--- config.mk ---
export PLATFORM = sky130hd
export DESIGN_NAME = jk_mod_counter
export DESIGN_NICKNAME = d
export VERILOG_FILES = /design/src/rtl/jk_cnt_pkg.sv /design/src/rtl/jk_mod_counter_cell.sv /design/src/rtl/jk_mod_counter.sv
export SDC_FILE = /design/constraint.sdc
export NUM_CORES = 1
export LEC_CHECK = 0
export CAP_MARGIN = 10
export CORE_AREA = 10 10 47 49
export CTS_BUF_LIST = sky130_fd_sc_hd__clkbuf_4
export DETAILED_ROUTE_END_ITERATION = 12
export DIE_AREA = 0 0 57 59
export HOLD_SLACK_MARGIN = 0.1
export PLACE_DENSITY_LB_ADDON = 0.1
export SLEW_MARGIN = 20
export SYNTH_ARGS = -nofsm -noshare
export SYNTH_HDL_FRONTEND = slang
export SYNTH_SLANG_ARGS = --single-unit
--- constraint.sdc ---
create_clock -name clk -period 3.1 [get_ports clk]
set_input_delay 0.62 -clock clk [delete_from_list [all_inputs] [get_ports clk]]
set_output_delay 0.62 -clock clk [all_outputs]
set_load 0.01 [all_outputs]
--- src/rtl/jk_cnt_pkg.sv ---
// rtl/jk_cnt_pkg.sv - JK cell command encoding, default sizes and command helper.
package jk_cnt_pkg;

  typedef enum logic [1:0] {
    HOLD = 2'b00,
    CLR  = 2'b01,
    SET  = 2'b10,
    TGL  = 2'b11
  } jk_cmd_t;

  localparam int DEF_WIDTH   = 4;
  localparam int DEF_MODULUS = 10;

  // Cheapest command moving one cell from cur_bit to next_bit.
  function automatic jk_cmd_t jk_cmd_for(input logic cur_bit, input logic next_bit);
    if (cur_bit == next_bit) return HOLD;
    return next_bit ? SET : CLR;
  endfunction

endpackage

--- src/rtl/jk_mod_counter_cell.sv ---
// rtl/jk_mod_counter_cell.sv - single JK storage bit (module jk_cell).
module jk_cell (
  input  logic clk,
  input  logic reset,
  input  logic j,
  input  logic k,
  output logic q,
  output logic q_bar
);

  always_ff @(posedge clk) begin
    if (!reset) begin
      q <= 1'b0;
    end else begin
      case ({j, k})
        2'b01:   q <= 1'b0;
        2'b10:   q <= 1'b1;
        2'b11:   q <= ~q;
        default: q <= q;
      endcase
    end
  end

  assign q_bar = ~q;

endmodule

--- src/rtl/jk_mod_counter.sv ---
// rtl/jk_mod_counter.sv - modulo-N up/down counter driving a row of JK cells.
// Optional JK_CNT_SATURATE_EN: hold at the terminal count instead of wrapping.
module jk_mod_counter
  import jk_cnt_pkg::*;
#(
  parameter int WIDTH   = DEF_WIDTH,
  parameter int MODULUS = DEF_MODULUS
) (
  input  logic             clk,
  input  logic             reset,
  input  logic             en,
  input  logic             up,
  input  logic             load,
  input  logic [WIDTH-1:0] din,
  output logic [WIDTH-1:0] q,
  output logic [WIDTH-1:0] q_bar,
  output logic             tc,
  output logic             wrap
);

  localparam logic [WIDTH-1:0] MAX_CNT = WIDTH'(MODULUS - 1);

  jk_cmd_t          cmd [WIDTH];
  logic [WIDTH-1:0] din_clamped;
  logic             at_top;
  logic             at_bottom;
  logic             wrap_next;
  logic             ripple;

  assign din_clamped = (32'(din) >= 32'(MODULUS)) ? MAX_CNT : din;
  // Out-of-range states count as terminal so an up-count always recovers to 0.
  assign at_top      = 32'(q) >= 32'(MODULUS - 1);
  assign at_bottom   = (q == '0);
  assign tc          = en & (up ? (q == MAX_CNT) : at_bottom);

  always_comb begin
    wrap_next = 1'b0;
    ripple    = 1'b1;
    for (int i = 0; i < WIDTH; i++) cmd[i] = HOLD;

    if (load) begin
      for (int i = 0; i < WIDTH; i++) cmd[i] = din_clamped[i] ? SET : CLR;
    end else if (en && up && at_top) begin
      wrap_next = 1'b1;
`ifdef JK_CNT_SATURATE_EN
      // cells keep their HOLD default so the count sticks
`else
      for (int i = 0; i < WIDTH; i++) cmd[i] = q[i] ? CLR : HOLD;
`endif
    end else if (en && up) begin
      for (int i = 0; i < WIDTH; i++) begin
        cmd[i] = ripple ? TGL : HOLD;
        ripple = ripple & q[i];
      end
    end else if (en && at_bottom) begin
      wrap_next = 1'b1;
`ifdef JK_CNT_SATURATE_EN
      // cells keep their HOLD default so the count sticks
`else
      for (int i = 0; i < WIDTH; i++) cmd[i] = jk_cmd_for(q[i], MAX_CNT[i]);
`endif
    end else if (en) begin
      for (int i = 0; i < WIDTH; i++) begin
        cmd[i] = ripple ? TGL : HOLD;
        ripple = ripple & ~q[i];
      end
    end
  end

  for (genvar g = 0; g < WIDTH; g++) begin : g_cell
    jk_cell u_cell (
      .clk   (clk),
      .reset (reset),
      .j     (cmd[g][1]),
      .k     (cmd[g][0]),
      .q     (q[g]),
      .q_bar (q_bar[g])
    );
  end

  always_ff @(posedge clk) begin
    if (!reset) wrap <= 1'b0;
    else        wrap <= wrap_next;
  end

endmodule

==> flow_metrics.tcl, run 1 <==
set metrics [dict create \
    finClkSkew_ps 0.981 \
    wl_um 1190 \
    worst_pin_slew_ps 449 \
    setup_viol 0 \
    hold_depth 3 \
    yosys_warnings 0 \
    period_needed_ps 2790 \
    pre_cts_ws_ps 287 \
    fmax_mhz 358 \
    n_antenna_cell 0 \
    crit_type "input port to output port" \
    post-cts-setup-buffers 0 \
    nets 85 \
    grt_pass1_wl_um 1900 \
    slowest_delay_ps 580 \
    gr-usage-all-layers_pct 6.98 \
    place_area_um2 629 \
    start_kind "input port" \
    synthCells 63 \
    endpoint_kind "output port" \
    ys.flop_type "dfxtp_1" \
    p_leak_nw 0.255 \
    cts.sinks 5 \
    grt_antenna_before_repair 0 \
    drive_gt1_share_pct 13.3 \
    syn_area_per_cell_um2 8.14 \
    mostFrequentLayoutCell "clkdlybuf4s50_1" \
    grt_max_degree 13 \
    cpMostUsedCell "clkdlybuf4s50_1" \
    ys_types 32 \
    cts_tree "done" \
    post_drt_wl_per_cell_um 13.1 \
    start_util_pct 36.6 \
    die_area_um2 3360 \
    drc 0 \
    layout_setup_ws_ps 307 \
    ys_seq_area_share_pct 19.5 \
    crit_chain "clkdlybuf4s50_1 -> and3_1 -> a21oi_1 -> nor4b_1 -> clkdlybuf4s50_1" \
    die_h_um 59 \
    port_buffers 18 \
    maxSlewViolCount 0 \
    rsz0062_at_grt "no" \
    path_max_fanout 3 \
    synth_enable_flop_cells 0 \
    first_global_vias 460 \
    worstPathArrival_ps 2170 \
    htree_num_levels 1 \
    die_w_um 57 \
    fp.coreArea_um2 1400 \
    power_density_nw_per_um2 361 \
    vias 475 \
    fin_area_um2 659 \
    clkLatencyLatePin_ps 240 \
    ir_worst_vdd_mv 0.232 \
    root_buffer "clkbuf_4" \
    synthesis.nets 72 \
    setup_tns_ps 0 \
    cp_slowest_cell "clkdlybuf4s50_1" \
    via_per_inst 5.22 \
    async_flop_share_pct 0 \
    first_pass_iters 4 \
    clockBufferDepth 2 \
    antenna_left 0 \
    cts-resized-gates 0 \
    gp_congestion 0.759 \
    relSlewSlack_pct 70.0 \
    overflow 0 \
    syn_area_um2 513 \
    status "finished clean" \
    drt_iter0_markers 7 \
    cap_violations 0 \
    clk_pin_slew_worst_paths_ps 40 \
    cts_buffers 3 \
    worstPathRequired_ps 2480 \
    hpwlAfterDp_um 962 \
    placementRows 14 \
    finalHoldViolations 0 \
    finalCritPeriodShare_pct 90.1 \
    mostFrequentLayoutCells "clkdlybuf4s50_1, dfxtp_1, o21ai_1, nand2_1, clkbuf_4" \
    worstHoldPathType "flip-flop to flip-flop" \
    cts_hold_buf 0 \
    ios 19 \
    synth_seq_cells 5 \
    reg2reg_depth 4 \
    area_growth_pct 28.5 \
]
[path summary, 6_finish.rpt]
check | slack [ps] | startpoint | end
worst max-delay path | 310 | up | tc
worst min-delay path | 740 | g_cell[3].u_cell.q$_SDFFE_PN0P_ | wrap$_SDFF_PP0_
worst max register to register | 1720 | g_cell[0].u_cell.q$_SDFFE_PN0P_ | g_cell[2].u_cell.q$_SDFFE_PN0P_
worst min register to register | 740 | g_cell[3].u_cell.q$_SDFFE_PN0P_ | wrap$_SDFF_PP0_
[state kept, by name, summed over array words and instances, names as in the netlist]
name,cells
wrap,1
g_cell.u_cell.q,4
[per-stage QoR]
| step | total power [mW] | instances | hold WS (ps) | utilization [%] |
|---|---|---|---|---|
| 5_1_grt | 0.254 | 91 | 779 | 47.1 |
| 4_1_cts | 0.244 | 91 | 734 | 47.1 |
| 2_1_floorplan | 0.133 | 63 | 651 | - |
| 3_5_place_dp | 0.157 | 87 | 722 | 44.9 |
| 3_3_place_gp | 0.158 | 87 | 726 | 44.9 |
| 6_report | 0.238 | 91 | 736 | 47.1 |
[power by group]
part	internal (mW)	switching, mW
Combinational	0.0437	0.0322
Sequential	0.0687	0.0109
Clock	0.0573	0.0250
Total	0.170	0.0681
[cell type report]
type / instances / area (um^2)
repair buffers: 20 / 195
flip-flops and latches: 5 / 100
clock buffers: 4 / 30.0
multi-input cells: 42 / 299
well taps: 16 / 20.0
inverters: 4 / 15.0
fillers: 160 / 742
[cell usage after synthesis, drive strengths merged (2+ instances only)]
cell type	instances	area, um^2
nand4b	3	26.3
nand2b	2	12.5
o21ai	7	35.0
nand3b	2	15.0
nor3	2	21.3
a21oi	3	15.0
and3	3	18.8
nand2	4	15.0
dfxtp	5	100
inv	4	15.0
buf	12	98.8
[layer usage]
layer	vias to the layer above	share of wire, %	global-route usage [%]
li1	247	-	-
met4	0	1.1	4.70
met1	215	44	6.96
met2	11	48	11.5
met3	2	6.8	3.22
met5	-	0	0
[worst max-delay path: cells and delay by family]
kind	cells	cell delay (ps)
AOI/OAI and AO/OA	1	40
buffers and inverters	2	1080
and+or+nand+nor	2	430
[cells by family after synthesis]
family                 count (synthesis)  synth area share (%)
AO/OA/AOI/OAI                         19                  24.6
buffers and inverters                 16                  22.2
multiplexers                           1                  1.95
AND/OR/NAND/NOR                       21                  30.0
XOR/XNOR                               1                  1.71
flip-flops                             5                  19.5
(Power assumes the default switching activity.)
==> run 2, diff against run 1 <==
--- a/config.mk
+++ b/config.mk
@@ -6,10 +6,12 @@
 export NUM_CORES = 1
 export LEC_CHECK = 0
 export CAP_MARGIN = 10
-export CORE_AREA = 10 10 47 49
+export CORE_ASPECT_RATIO = 0.9
+export CORE_MARGIN = 10
+export CORE_UTILIZATION = 25
 export CTS_BUF_LIST = sky130_fd_sc_hd__clkbuf_4
 export DETAILED_ROUTE_END_ITERATION = 12
-export DIE_AREA = 0 0 57 59
+export DONT_BUFFER_PORTS = 1
 export HOLD_SLACK_MARGIN = 0.1
 export PLACE_DENSITY_LB_ADDON = 0.1
 export SLEW_MARGIN = 20
==> flow_metrics.tcl, run 2 (synthesis gave the netlist of run 1 again) <==
set metrics [dict create \
    path_max_fanout 11 \
    clkLatencyLatePin_ps 240 \
    placementRows 15 \
    area_growth_pct -7.32 \
    drt_iter0_markers 14 \
    period_needed_ps 2320 \
    antenna_left 0 \
    worst_pin_slew_ps 563 \
    rsz0062_at_grt "no" \
    die_area_um2 4270 \
    gp_congestion 0.695 \
    min_to "g_cell[3].u_cell.q$_SDFFE_PN0P_" \
    fmax_mhz 432 \
    cts.sinks 5 \
    die_h_um 63.0 \
    clockBufferDepth 2 \
    wl_um 1330 \
    power_density_nw_per_um2 439 \
    largest_reg_flops 4 \
    post-cts-setup-buffers 0 \
    port_buffers 0 \
    post_drt_wl_per_cell_um 16.7 \
    cts-resized-gates 0 \
    drive_gt1_share_pct 14.5 \
    worstPathRequired_ps 2480 \
    clock_power_share_pct 40.9 \
    finClkSkew_ps 8.33 \
    gr-usage-all-layers_pct 6.21 \
    grt_max_degree 14 \
    mostFrequentLayoutCells "dfxtp_1, o21ai_1, nand2_1, clkbuf_4" \
    drc 0 \
    r2r_slack_ps 1640 \
    cts_tree "done" \
    pre_cts_ws_ps 983 \
    via_per_inst 5.01 \
    reg_top3 "g_cell.u_cell.q: 4 flops, wrap: 1 flops" \
    start_util_pct 26.5 \
    p_leak_nw 0.176 \
    swShare_pct 30.1 \
    cp_slowest_cell "dfxtp_1" \
    overflow 0 \
    nets 65 \
    htree_num_levels 1 \
    root_buffer "clkbuf_4" \
    layout_setup_ws_ps 784 \
    final_util_pct 24.6 \
    largest-register "g_cell.u_cell.q" \
    cts_buffers 3 \
    hold_start "reset" \
    status "finished clean" \
    first_global_vias 371 \
    start_kind "flip-flop" \
    worstPathArrival_ps 1700 \
    fp.coreArea_um2 1930 \
    reg2reg_depth 4 \
    cts_hold_buf 0 \
    slowest_delay_ps 650 \
    relSlewSlack_pct 61.9 \
    maxSlewViolCount 0 \
    combPwrFrac_pct 19.1 \
    crit_family "simple AND/OR/NAND/NOR gates" \
    ir_worst_vdd_mv 0.106 \
    p_sw_mw 0.0629 \
    hold_depth 1 \
    finalHoldViolations 0 \
    endpoint_kind "output port" \
    cp_num_buf_inv 0 \
    r2r-start "g_cell[1].u_cell.q$_SDFFE_PN0P_" \
    vias 401 \
    grt_pass1_wl_um 2110 \
    setup_viol 0 \
    setup_tns_ps 0 \
    crit_type "flip-flop to output port" \
    finalCritPeriodShare_pct 74.7 \
    crit_chain "and3_1 -> a21oi_1 -> nor4b_1" \
    ios 19 \
    pwr-share-seq_pct 40.0 \
    r2r_end "g_cell[1].u_cell.q$_SDFFE_PN0P_" \
    first_pass_iters 4 \
    clk_pin_slew_worst_paths_ps 50 \
    mostFrequentLayoutCell "dfxtp_1" \
    cap_violations 0 \
    n_antenna_cell 0 \
    intPower_mw 0.146 \
    hpwlAfterDp_um 1030 \
    worstHoldPathType "input port to flip-flop" \
    die_w_um 67.8 \
    grt_antenna_before_repair 0 \
]
-- run 2: cell count changes in the layout (fill, tap and decap cells not counted) --
cell | before | now
clkdlybuf4s50_1 | 18 | 0
buf_4 | 2 | 0
-- run 2: worst max-delay path by stage --
stage	endpoint	depth (start not counted)	from	slack (ps)
2_1_floorplan	tc	4	up	1090
3_3_place_gp	tc	3	g_cell[0].u_cell.q$_SDFFE_PN0P_	1010
3_5_place_dp	tc	3	g_cell[0].u_cell.q$_SDFFE_PN0P_	980
4_1_cts	tc	3	g_cell[0].u_cell.q$_SDFFE_PN0P_	730
5_1_grt	tc	3	g_cell[0].u_cell.q$_SDFFE_PN0P_	620
6_report	tc	3	g_cell[0].u_cell.q$_SDFFE_PN0P_	780
-- run 2: layout make-up --
| cell class | count | area [um^2] |
|---|---|---|
| clock buffers | 4 | 30.0 |
| fillers | 207 | 1460 |
| inverters | 4 | 15.0 |
| multi-input cells | 42 | 299 |
| flip-flops and latches | 5 | 100 |
| well taps | 25 | 31.3 |
-- run 2: routing by layer --
metal	GRT usage (%)	vias up	wire length, um
met5	0	-	0
met4	3.08	0	0
met3	3.05	0	139
met2	9.04	12	632
met1	7.23	183	561
li1	-	206	-
-- run 2: power by group through the flow --
stage	clock [mW]	combinational (mW)	sequential [mW]
after detailed placement	0	0.0410	0.0850
after global placement	0	0.0416	0.0847
after floorplan	0	0.0591	0.0743
after CTS	0.0862	0.0411	0.0836
after global routing	0.0916	0.0459	0.0848
final	0.0854	0.0399	0.0835
-- run 2: stage by stage --
step,instances,area [um^2],power (mW),hold slack [ps]
detailed placement,76,445,0.126,761
global placement,76,445,0.126,770
CTS,80,475,0.211,507
floorplan,63,513,0.133,651
global route,80,475,0.222,511
finish,80,475,0.209,507
-- run 2: worst register-to-register path, cell delays in order (launching register included) --
cell and delay (ps):
dfxtp_1 660, inv_1 220, o2111a_1 170, nor3_1 200, o21ai_1 80
==> run 3, diff against run 2 <==
==> constraint.sdc (replaced) <==
create_clock -name clk -period 2.4 [get_ports clk]
set_input_delay 0.48 -clock clk [delete_from_list [all_inputs] [get_ports clk]]
set_output_delay 0.48 -clock clk [all_outputs]
set_load 0.01 [all_outputs]
==> flow_metrics.tcl, run 3 (synthesis gave the netlist of run 1 again) <==
set metrics [dict create \
    wl_um 1300 \
    rsz0062_at_grt "no" \
    ios 19 \
    slowest_delay_ps 510 \
    grt_pass1_wl_um 2030 \
    ir_worst_vdd_mv 0.139 \
    status "finished clean" \
    cts_hold_buf 0 \
    overflow 0 \
    htree_num_levels 1 \
    finClkSkew_ps 1.77 \
    reg_top3 "g_cell.u_cell.q: 4 flops, wrap: 1 flops" \
    fp.coreArea_um2 1930 \
    period_needed_ps 1930 \
    drive_gt1_share_pct 17.5 \
    dp.cells 78 \
    crit_type "flip-flop to output port" \
    crit_chain "and3_1 -> a21oi_1 -> nor4b_1 -> buf_4" \
    first_pass_iters 4 \
    cap_violations 0 \
    clockBufferDepth 2 \
    largest-register "g_cell.u_cell.q" \
    post_drt_wl_per_cell_um 15.9 \
    mostFrequentLayoutCell "dfxtp_1" \
    start_kind "flip-flop" \
    worstHoldPathType "input port to flip-flop" \
    gr-usage-all-layers_pct 6.04 \
    setup_tns_ps 0 \
    cts.sinks 5 \
    fillers 219 \
    nets 67 \
    gp_congestion 0.654 \
    first_global_vias 401 \
    worstPathRequired_ps 1920 \
    p_leak_nw 0.186 \
    cts-resized-gates 0 \
    vias 425 \
    port_buffers 0 \
    relSlewSlack_pct 64.3 \
    clkLatencyLatePin_ps 240 \
    area_growth_pct -4.39 \
    fmax_mhz 517 \
    grt_antenna_before_repair 0 \
    antenna_left 0 \
    hpwlAfterDp_um 1040 \
    grt_max_degree 14 \
    cts_tree "done" \
    worst_pin_slew_ps 535 \
    start_util_pct 26.5 \
    clk_pin_slew_worst_paths_ps 40 \
    die_area_um2 4270 \
    finalHoldViolations 0 \
    stdcell_count 82 \
    cts_buffers 3 \
    placementRows 15 \
    pre_cts_ws_ps 711 \
    post-cts-setup-buffers 0 \
    drc 0 \
    via_per_inst 5.18 \
    largest_reg_flops 4 \
    setup_viol 0 \
    layout_setup_ws_ps 468 \
    power_density_nw_per_um2 553 \
    maxSlewViolCount 0 \
    cp_slowest_cell "dfxtp_1" \
    n_antenna_cell 0 \
    worstPathArrival_ps 1450 \
    path_max_fanout 7 \
    endpoint_kind "output port" \
    finalCritPeriodShare_pct 80.5 \
    die_w_um 67.8 \
    die_h_um 63.0 \
    root_buffer "clkbuf_4" \
    mostFrequentLayoutCells "dfxtp_1, o21ai_1, nand2_1, clkbuf_4" \
    drt_iter0_markers 10 \
]
[run 3: cell types whose count changed in the layout (fill, tap and decap cells not counted), sizes merged]
cell	change
buf	+2
[run 3: worst max-delay path: cells and delay by family, from the launching register on]
family          cells  cell delay, ps
flops               1             510
simple gates        2             490
buf+inv             1             170
compound gates      1              40
[run 3: worst paths after layout]
kind / start / cells after the start / slack (ps) / end
setup / recovery: g_cell[3].u_cell.q$_SDFFE_PN0P_ / 4 / 470 / tc
setup reg to reg: g_cell[1].u_cell.q$_SDFFE_PN0P_ / 4 / 940 / g_cell[1].u_cell.q$_SDFFE_PN0P_
hold / removal: reset / 1 / 370 / g_cell[3].u_cell.q$_SDFFE_PN0P_
hold reg to reg: g_cell[3].u_cell.q$_SDFFE_PN0P_ / 3 / 770 / wrap$_SDFF_PP0_
[run 3: layout make-up]
| cell class | count | area (um^2) | share of cell area, % |
|---|---|---|---|
| inverters | 4 | 15.0 | 3.06 |
| multi-input cells | 42 | 299 | 61.0 |
| clock buffers | 4 | 30.0 | 6.12 |
| flip-flops and latches | 5 | 100 | 20.4 |
| well taps | 25 | 31.3 | 6.38 |
| repair buffers | 2 | 15.0 | 3.06 |
[run 3: stage by stage]
stage / power, mW / util (%) / hold slack (ps) / area [um^2]
floorplan: 0.172 / - / 613 / 513
CTS: 0.276 / 25.4 / 366 / 490
global route: 0.285 / 25.4 / 365 / 490
finish: 0.271 / 25.4 / 370 / 490
detailed placement: 0.166 / 23.8 / 622 / 460
global placement: 0.168 / 23.8 / 624 / 460
[run 3: power breakdown]
part / internal (mW) / switching, mW / total, mW
logic: 0.0286 / 0.0299 / 0.0585
clock network: 0.0741 / 0.0344 / 0.109
registers: 0.0887 / 0.0157 / 0.104
total: 0.191 / 0.0800 / 0.271
[run 3: routing by layer]
| layer | track usage, % | part of all wire [%] |
|---|---|---|
| met1 | 5.95 | 36 |
| met2 | 9.51 | 50 |
| met3 | 3.76 | 11 |
| met4 | 3.08 | 1.8 |
| met5 | 0 | 0 |
